--- config.mk ---
export PLATFORM = sky130hd
export DESIGN_NAME = bus_cycle_ctrl
export DESIGN_NICKNAME = d
export VERILOG_FILES = /design/src/rtl/bus_pkg.sv /design/src/rtl/bus_lane_steer.sv /design/src/rtl/bus_cycle_ctrl.sv
export SDC_FILE = /design/constraint.sdc
export NUM_CORES = 1
export LEC_CHECK = 0
export ABC_CLOCK_PERIOD_IN_PS = 3300
export CORE_ASPECT_RATIO = 1.5
export CORE_UTILIZATION = 45
export DETAILED_ROUTE_END_ITERATION = 6
export GPL_ROUTABILITY_DRIVEN = 0
export HOLD_SLACK_MARGIN = 0.08
export PLACE_DENSITY = 0.84
export SLEW_MARGIN = 20
export SYNTH_ARGS = -nofsm -noshare
export SYNTH_HDL_FRONTEND = slang
export SYNTH_HIERARCHICAL = 1
export SYNTH_SLANG_ARGS = --single-unit
--- constraint.sdc ---
create_clock -name clk -period 3.3 [get_ports clk]
set_input_delay 0.495 -clock clk [delete_from_list [all_inputs] [get_ports clk]]
set_output_delay 0.495 -clock clk [all_outputs]
set_load 0.02 [all_outputs]
--- src/rtl/bus_pkg.sv ---
// Shared types and constants for the 8086-style bus cycle controller.
// Lane encodings name the active-low BHE# level and the meaning of address bit 0.
package bus_pkg;

  localparam int ADDR_W   = 20;
  localparam int DATA_W   = 16;
  localparam int MAX_WAIT = 15;
  localparam int WAIT_W   = $clog2(MAX_WAIT + 1);

  typedef enum logic [2:0] {
    S_IDLE,
    S_T1,
    S_T2,
    S_T3,
    S_TW,
    S_T4
  } bus_state_e;

  localparam logic BHE_ON  = 1'b0;
  localparam logic BHE_OFF = 1'b1;
  localparam logic A0_ODD  = 1'b1;

endpackage

--- src/rtl/bus_lane_steer.sv ---
// Byte-lane steering for one bus cycle: BHE# generation, write-lane replication
// and read-lane extraction, including the two halves of a split odd word.
module bus_lane_steer
  import bus_pkg::*;
(
  input  logic              a0,
  input  logic              word,
  input  logic              split,
  input  logic              phase,
  input  logic [DATA_W-1:0] wdata,
  input  logic [DATA_W-1:0] rdata,
  input  logic [7:0]        asm_lo,
  output logic              bhe_n,
  output logic [DATA_W-1:0] wdata_bus,
  output logic [7:0]        rd_byte,
  output logic [DATA_W-1:0] rd_result
);

  logic       byte_mode;
  logic [7:0] wr_byte;

  always_comb begin
    // Each half of a split word behaves exactly like a byte cycle at its own address.
    byte_mode = ~word | split;
    wr_byte   = phase ? wdata[15:8] : wdata[7:0];
    rd_byte   = (a0 == A0_ODD) ? rdata[15:8] : rdata[7:0];

    if (byte_mode) begin
      bhe_n     = (a0 == A0_ODD) ? BHE_ON : BHE_OFF;
      wdata_bus = {wr_byte, wr_byte};
      rd_result = split ? {rd_byte, asm_lo} : {8'h00, rd_byte};
    end else begin
      bhe_n     = BHE_ON;
      wdata_bus = wdata;
      rd_result = rdata;
    end
  end

endmodule

--- src/rtl/bus_cycle_ctrl.sv ---
// T1-T4 bus cycle controller with wait states, timeout abort and
// odd-word splitting into two byte cycles on a 16-bit non-multiplexed bus.
module bus_cycle_ctrl
  import bus_pkg::*;
(
  input  logic              clk,
  input  logic              rst,
  input  logic              req_valid,
  output logic              req_ready,
  input  logic [ADDR_W-1:0] req_addr,
  input  logic              req_write,
  input  logic              req_word,
  input  logic [DATA_W-1:0] req_wdata,
  output logic              resp_valid,
  output logic [DATA_W-1:0] resp_rdata,
  output logic              resp_err,
  output logic [ADDR_W-1:0] mem_addr,
  output logic              ale,
  output logic              rd_n,
  output logic              wr_n,
  output logic              bhe_n,
  output logic [DATA_W-1:0] mem_wdata,
  output logic              mem_wdata_oe,
  input  logic [DATA_W-1:0] mem_rdata,
  input  logic              mem_ready
);

  bus_state_e        state_q, state_d;
  logic [ADDR_W-1:0] addr_q, addr_d;
  logic              write_q, write_d;
  logic              word_q, word_d;
  logic              split_q, split_d;
  logic              phase_q, phase_d;
  logic [DATA_W-1:0] wdata_q, wdata_d;
  logic [WAIT_W-1:0] wait_q, wait_d;
  logic [7:0]        asm_lo_q, asm_lo_d;

  logic              ale_q, ale_d;
  logic              rd_n_q, rd_n_d;
  logic              wr_n_q, wr_n_d;
  logic              bhe_n_q, bhe_n_d;
  logic              oe_q, oe_d;
  logic [ADDR_W-1:0] mem_addr_q, mem_addr_d;
  logic [DATA_W-1:0] mem_wdata_q, mem_wdata_d;
  logic              resp_valid_q, resp_valid_d;
  logic [DATA_W-1:0] resp_rdata_q, resp_rdata_d;
  logic              resp_err_q, resp_err_d;

  // Cycle being launched (IDLE, T4) or currently on the bus (T1..TW).
  logic [ADDR_W-1:0] cyc_addr;
  logic              cyc_word, cyc_split, cyc_phase;
  logic [DATA_W-1:0] cyc_wdata;

  logic              st_bhe_n;
  logic [DATA_W-1:0] st_wdata, st_rd_result;
  logic [7:0]        st_rd_byte;

  always_comb begin
    cyc_addr  = mem_addr_q;
    cyc_word  = word_q;
    cyc_split = split_q;
    cyc_phase = phase_q;
    cyc_wdata = wdata_q;
    if (state_q == S_IDLE) begin
      cyc_addr  = req_addr;
      cyc_word  = req_word;
      cyc_split = req_word & req_addr[0];
      cyc_phase = 1'b0;
      cyc_wdata = req_wdata;
    end else if (state_q == S_T4) begin
      cyc_addr  = addr_q + ADDR_W'(1);
      cyc_phase = 1'b1;
    end
  end

  bus_lane_steer u_steer (
    .a0        (cyc_addr[0]),
    .word      (cyc_word),
    .split     (cyc_split),
    .phase     (cyc_phase),
    .wdata     (cyc_wdata),
    .rdata     (mem_rdata),
    .asm_lo    (asm_lo_q),
    .bhe_n     (st_bhe_n),
    .wdata_bus (st_wdata),
    .rd_byte   (st_rd_byte),
    .rd_result (st_rd_result)
  );

  always_comb begin
    // NOTE: every _d starts from its _q so no path through the case can infer a latch.
    state_d      = state_q;
    addr_d       = addr_q;
    write_d      = write_q;
    word_d       = word_q;
    split_d      = split_q;
    phase_d      = phase_q;
    wdata_d      = wdata_q;
    wait_d       = wait_q;
    asm_lo_d     = asm_lo_q;
    ale_d        = ale_q;
    rd_n_d       = rd_n_q;
    wr_n_d       = wr_n_q;
    bhe_n_d      = bhe_n_q;
    oe_d         = oe_q;
    mem_addr_d   = mem_addr_q;
    mem_wdata_d  = mem_wdata_q;
    resp_valid_d = 1'b0;
    resp_rdata_d = resp_rdata_q;
    resp_err_d   = resp_err_q;

    case (state_q)
      S_IDLE: begin
        if (req_valid) begin
          addr_d      = req_addr;
          write_d     = req_write;
          word_d      = req_word;
          split_d     = cyc_split;
          wdata_d     = req_wdata;
          phase_d     = 1'b0;
          state_d     = S_T1;
          ale_d       = 1'b1;
          mem_addr_d  = cyc_addr;
          bhe_n_d     = st_bhe_n;
          mem_wdata_d = st_wdata;
          wait_d      = '0;
        end
      end
      S_T1: begin
        state_d = S_T2;
        ale_d   = 1'b0;
        rd_n_d  = write_q;
        wr_n_d  = ~write_q;
        oe_d    = write_q;
      end
      S_T2: state_d = S_T3;
      S_T3, S_TW: begin
        if (mem_ready) begin
          state_d = S_T4;
          rd_n_d  = 1'b1;
          wr_n_d  = 1'b1;
          oe_d    = 1'b0;
          if (split_q && !phase_q) begin
            asm_lo_d = st_rd_byte;
          end else begin
            resp_valid_d = 1'b1;
            resp_err_d   = 1'b0;
            resp_rdata_d = write_q ? '0 : st_rd_result;
          end
        end else if (wait_q == WAIT_W'(MAX_WAIT)) begin
          state_d      = S_T4;
          rd_n_d       = 1'b1;
          wr_n_d       = 1'b1;
          oe_d         = 1'b0;
          resp_valid_d = 1'b1;
          resp_err_d   = 1'b1;
          resp_rdata_d = '0;
        end else begin
          state_d = S_TW;
          wait_d  = wait_q + 1'b1;
        end
      end
      S_T4: begin
        // A response issued on entry to T4 means nothing is left to run.
        if (resp_valid_q) begin
          state_d = S_IDLE;
        end else begin
          state_d     = S_T1;
          phase_d     = 1'b1;
          ale_d       = 1'b1;
          mem_addr_d  = cyc_addr;
          bhe_n_d     = st_bhe_n;
          mem_wdata_d = st_wdata;
          wait_d      = '0;
        end
      end
      default: state_d = S_IDLE;
    endcase
  end

  always_ff @(posedge clk) begin
    // NOTE: sequential state uses non-blocking assignments so every flop samples pre-edge values.
    if (rst) begin
      state_q      <= S_IDLE;
      addr_q       <= '0;
      write_q      <= 1'b0;
      word_q       <= 1'b0;
      split_q      <= 1'b0;
      phase_q      <= 1'b0;
      wdata_q      <= '0;
      wait_q       <= '0;
      asm_lo_q     <= '0;
      ale_q        <= 1'b0;
      rd_n_q       <= 1'b1;
      wr_n_q       <= 1'b1;
      bhe_n_q      <= BHE_OFF;
      oe_q         <= 1'b0;
      mem_addr_q   <= '0;
      mem_wdata_q  <= '0;
      resp_valid_q <= 1'b0;
      resp_rdata_q <= '0;
      resp_err_q   <= 1'b0;
    end else begin
      state_q      <= state_d;
      addr_q       <= addr_d;
      write_q      <= write_d;
      word_q       <= word_d;
      split_q      <= split_d;
      phase_q      <= phase_d;
      wdata_q      <= wdata_d;
      wait_q       <= wait_d;
      asm_lo_q     <= asm_lo_d;
      ale_q        <= ale_d;
      rd_n_q       <= rd_n_d;
      wr_n_q       <= wr_n_d;
      bhe_n_q      <= bhe_n_d;
      oe_q         <= oe_d;
      mem_addr_q   <= mem_addr_d;
      mem_wdata_q  <= mem_wdata_d;
      resp_valid_q <= resp_valid_d;
      resp_rdata_q <= resp_rdata_d;
      resp_err_q   <= resp_err_d;
    end
  end

  assign req_ready    = (state_q == S_IDLE) && !rst;
  assign resp_valid   = resp_valid_q;
  assign resp_rdata   = resp_rdata_q;
  assign resp_err     = resp_err_q;
  assign mem_addr     = mem_addr_q;
  assign ale          = ale_q;
  assign rd_n         = rd_n_q;
  assign wr_n         = wr_n_q;
  assign bhe_n        = bhe_n_q;
  assign mem_wdata    = mem_wdata_q;
  assign mem_wdata_oe = oe_q;

endmodule

==> results.tsv <==
stage	metric	value	unit
critical_path	CP peak stage delay	0.63	ns
routing	initial DRC count	401	
routing	total wire length	15100	µm
cells_and_area	highest-count cells in the layout ignoring fill and taps	nand2_1 (186), clkdlybuf4s50_1 (116), dfxtp_1 (114)	
power_and_ir_drop	sequential share of power	0.343	
critical_path	CP Data Required Time	2.80	ns
sta	PnR worst setup slack	0.341	ns
status	status	finished clean	
critical_path	Critical Path End Type	primary output	
critical_path	crit path DAT	2.46	ns
power_and_ir_drop	PD cells	668	nW/µm²
routing	Vias	5403	
sta	max frequency	0.338	GHz
clock_tree	cts bufs inserted	17	
power_and_ir_drop	Clock power frac	0.359	
floorplan	die width	93.2	µm
sta	Final Cycle Share	0.897	
yosys	Async S/R FF share, synth	0	
sta	RSZ-0062 raised after global routing	no	
global_routing	GR Overflow Total	0	
floorplan	Die Area	12900	µm²
clock_tree	Clock transition at path regs	0.05	ns
yosys	EDFF count, synth	0	
critical_path	Setup CP Type	reg -> out	
clock_tree	CTS tree	yes	
yosys	flops & latches, synth	114	
placement	port bufs	117	
cells_and_area	most common cell after layout, fill and taps aside	nand2_1	
floorplan	row count	49	
cells_and_area	register area	2280	µm²
power_and_ir_drop	Gate power share	0.298	
placement	pre-CTS WS	0.530	ns
cells_and_area	diode count	0	
clock_tree	Setup Buffers After CTS	0	
critical_path	slowest CP cell	clkdlybuf4s50_1	
clock_tree	CTS Root Cell	clkbuf_16	
cells_and_area	area of the multi-input gates	3050	µm²
routing	Residual DRC	0	
global_routing	global-route wire length before repair	24500	µm
floorplan	initial core utilization	0.465	
clock_tree	CTS Hold Bufs	0	
critical_path	delay-heaviest family, CP	buffers and inverters	
global_routing	antenna violations before repair	0	
power_and_ir_drop	Pleak	2.77	nW
yosys	Synth area leader	dfxtp_1	
sta	final setup TNS	0	ns
yosys	top_reg_cell synth	dfxtp_1	
cells_and_area	Fillers	1033	
placement	dpl cells	921	
flow_run	# Max-Cap Violations	0	
cells_and_area	layout cells sized above 1	0.100	
yosys	Yosys cell types	63	
critical_path	worst path bufs/invs	2	
sta	slew margin rel.	0.293	
power_and_ir_drop	maximum vdd ir drop	0.000427	V
clock_tree	post-CTS resize count	0	
cells_and_area	Non-Filler Instances	952	
clock_tree	clk sinks	114	
yosys	Cells after Synth	687	
sta	Fin. Hold Viols	0	
yosys	top-area cell type share of the netlist area	0.407	
sta	Tightest Pin Transition	1.06	ns
cells_and_area	# nets final	847	
global_routing	largest net degree at the start of global routing	43	
floorplan	I/O Pins	118	
cells_and_area	area grow syn2layout	31.8	%
power_and_ir_drop	Final Total Pwr	4.94	mW
routing	drt pass-1 iters	5	
yosys	Yosys warning count	6	
yosys	Post-Syn Nets	747	
clock_tree	H-tree levels	4	
power_and_ir_drop	P_sw	1.59	mW
cells_and_area	Final Util	0.612	
yosys	largest cells by area after synthesis	dfxtp_1 (41%), nand2_1 (12%), a21oi_1 (7.1%)	
yosys	sequential element share of the synthesized area	0.407	
critical_path	worst-path fanout max	19	
sta	clock period minus worst slack	2.96	ns
floorplan	Core ar.	12100	µm²
hold_path	Worst Hold Class	reg -> reg	
routing	Routed Antenna Nets	0	
sta	Final Max Slew Viols	0	
yosys	Avg Cell Area, Syn	8.17	µm²
routing	Via density	5.68	
clock_tree	clock tree buffer depth	2	
yosys	mapped cell area	5610	µm²
power_and_ir_drop	Power Internal	3.35	mW
global_routing	vias in the first global route	5119	
power_and_ir_drop	switching portion of total power	0.321	
floorplan	Die Ht	139	µm
sta	final setup vio count	0	
routing	DR WL/cell	15.9	µm
critical_path	Startpoint Class	register	
sta	Final Skew	0.00691	ns
critical_path	critical path cell sequence	or3_1, buf_4, nor2_1, clkdlybuf4s50_1	
clock_tree	clk_lat worst skew	0.41	ns
global_routing	GRT Util Overall	0.238	
placement	post-detail-place hpwl	10100	µm
## worst paths after layout
check	startpoint	cells past startpoint	end	slack [ns]
worst min register to register	mem_wdata[14]	2	mem_wdata[14]	0.45
worst max-delay path	state_q[0]	4	req_ready	0.34
worst min-delay path	mem_wdata[14]	2	mem_wdata[14]	0.45
worst max register to register	state_q[0]	8	resp_rdata[6]	0.48
## flip-flops by register name, indices dropped and copies added, names as in the netlist, 3 cells and up
name and flops:
addr_q 20, asm_lo_q 8, mem_addr 20, mem_wdata 16, resp_rdata 16, state_q 3
wait_q 4, wdata_q 16
## power by group through the flow
stage	registers (mW)	logic (mW)	clock network, mW
after global routing	1.72	1.59	1.85
after detailed placement	1.72	1.46	0
final	1.70	1.47	1.77
after CTS	1.69	1.47	1.79
after global placement	1.71	1.44	0
after floorplan	1.79	0.909	0
## per-layer routing
metal	routed length, µm	track usage	vias to the layer above
met5	0	0	-
met4	452	0.115	0
met3	824	0.0515	40
met2	7820	0.419	199
met1	6050	0.267	2565
li1	-	-	2599
## metrics by stage
| step | hold WS [ns] | cell area, µm² |
|---|---|---|
| finish | 0.452 | 7400 |
| detailed placement | 0.447 | 6820 |
| global route | 0.478 | 7400 |
| global placement | 0.441 | 6820 |
| floorplan | 0.437 | 5610 |
| CTS | 0.454 | 7400 |
## logic make-up (layout without fill, tap and decap cells)
kind of cell | Yosys count | after routing | synth area share
multiplexers | 45 | 45 | 0.0910
buffers and inverters | 54 | 166 | 0.0504
AND/OR/NAND/NOR | 297 | 297 | 0.246
flip-flops | 114 | 114 | 0.407
XOR/XNOR | 6 | 6 | 0.00936
AO/OA/AOI/OAI | 169 | 169 | 0.192
adder cells (fa/ha/maj) | 2 | 2 | 0.00446
## cell usage after synthesis, drive strengths merged (3+ instances only)
cell type	number
buf	27
a21oi	83
nand2b	4
clkbuf	21
nor2	34
a211o	3
o21ai	24
dfxtp	114
nand2	186
a22o	24
nand4	4
o2111ai	4
nor4	8
or3	3
nand3b	3
o21a	4
inv	6
and2	6
a211oi	6
nor3	17
nand3	17
xnor2	5
mux2i	21
mux2	24
## worst min-delay path, stage by stage, from the launching register on
cell and delay [ns]:
dfxtp_1 0.30, nand2_1 0.05, a21oi_1 0.05
## final cells by class
| class | instances | area share |
|---|---|---|
| multi-input combinational | 519 | 0.413 |
| sequential | 114 | 0.309 |
| timing repair buffer | 129 | 0.172 |
| clock buffer | 27 | 0.0721 |
| tap | 153 | 0.0259 |
| clock inverter | 4 | 0.00609 |
| inverter | 6 | 0.00305 |
Power figures use the tool's default switching activity.
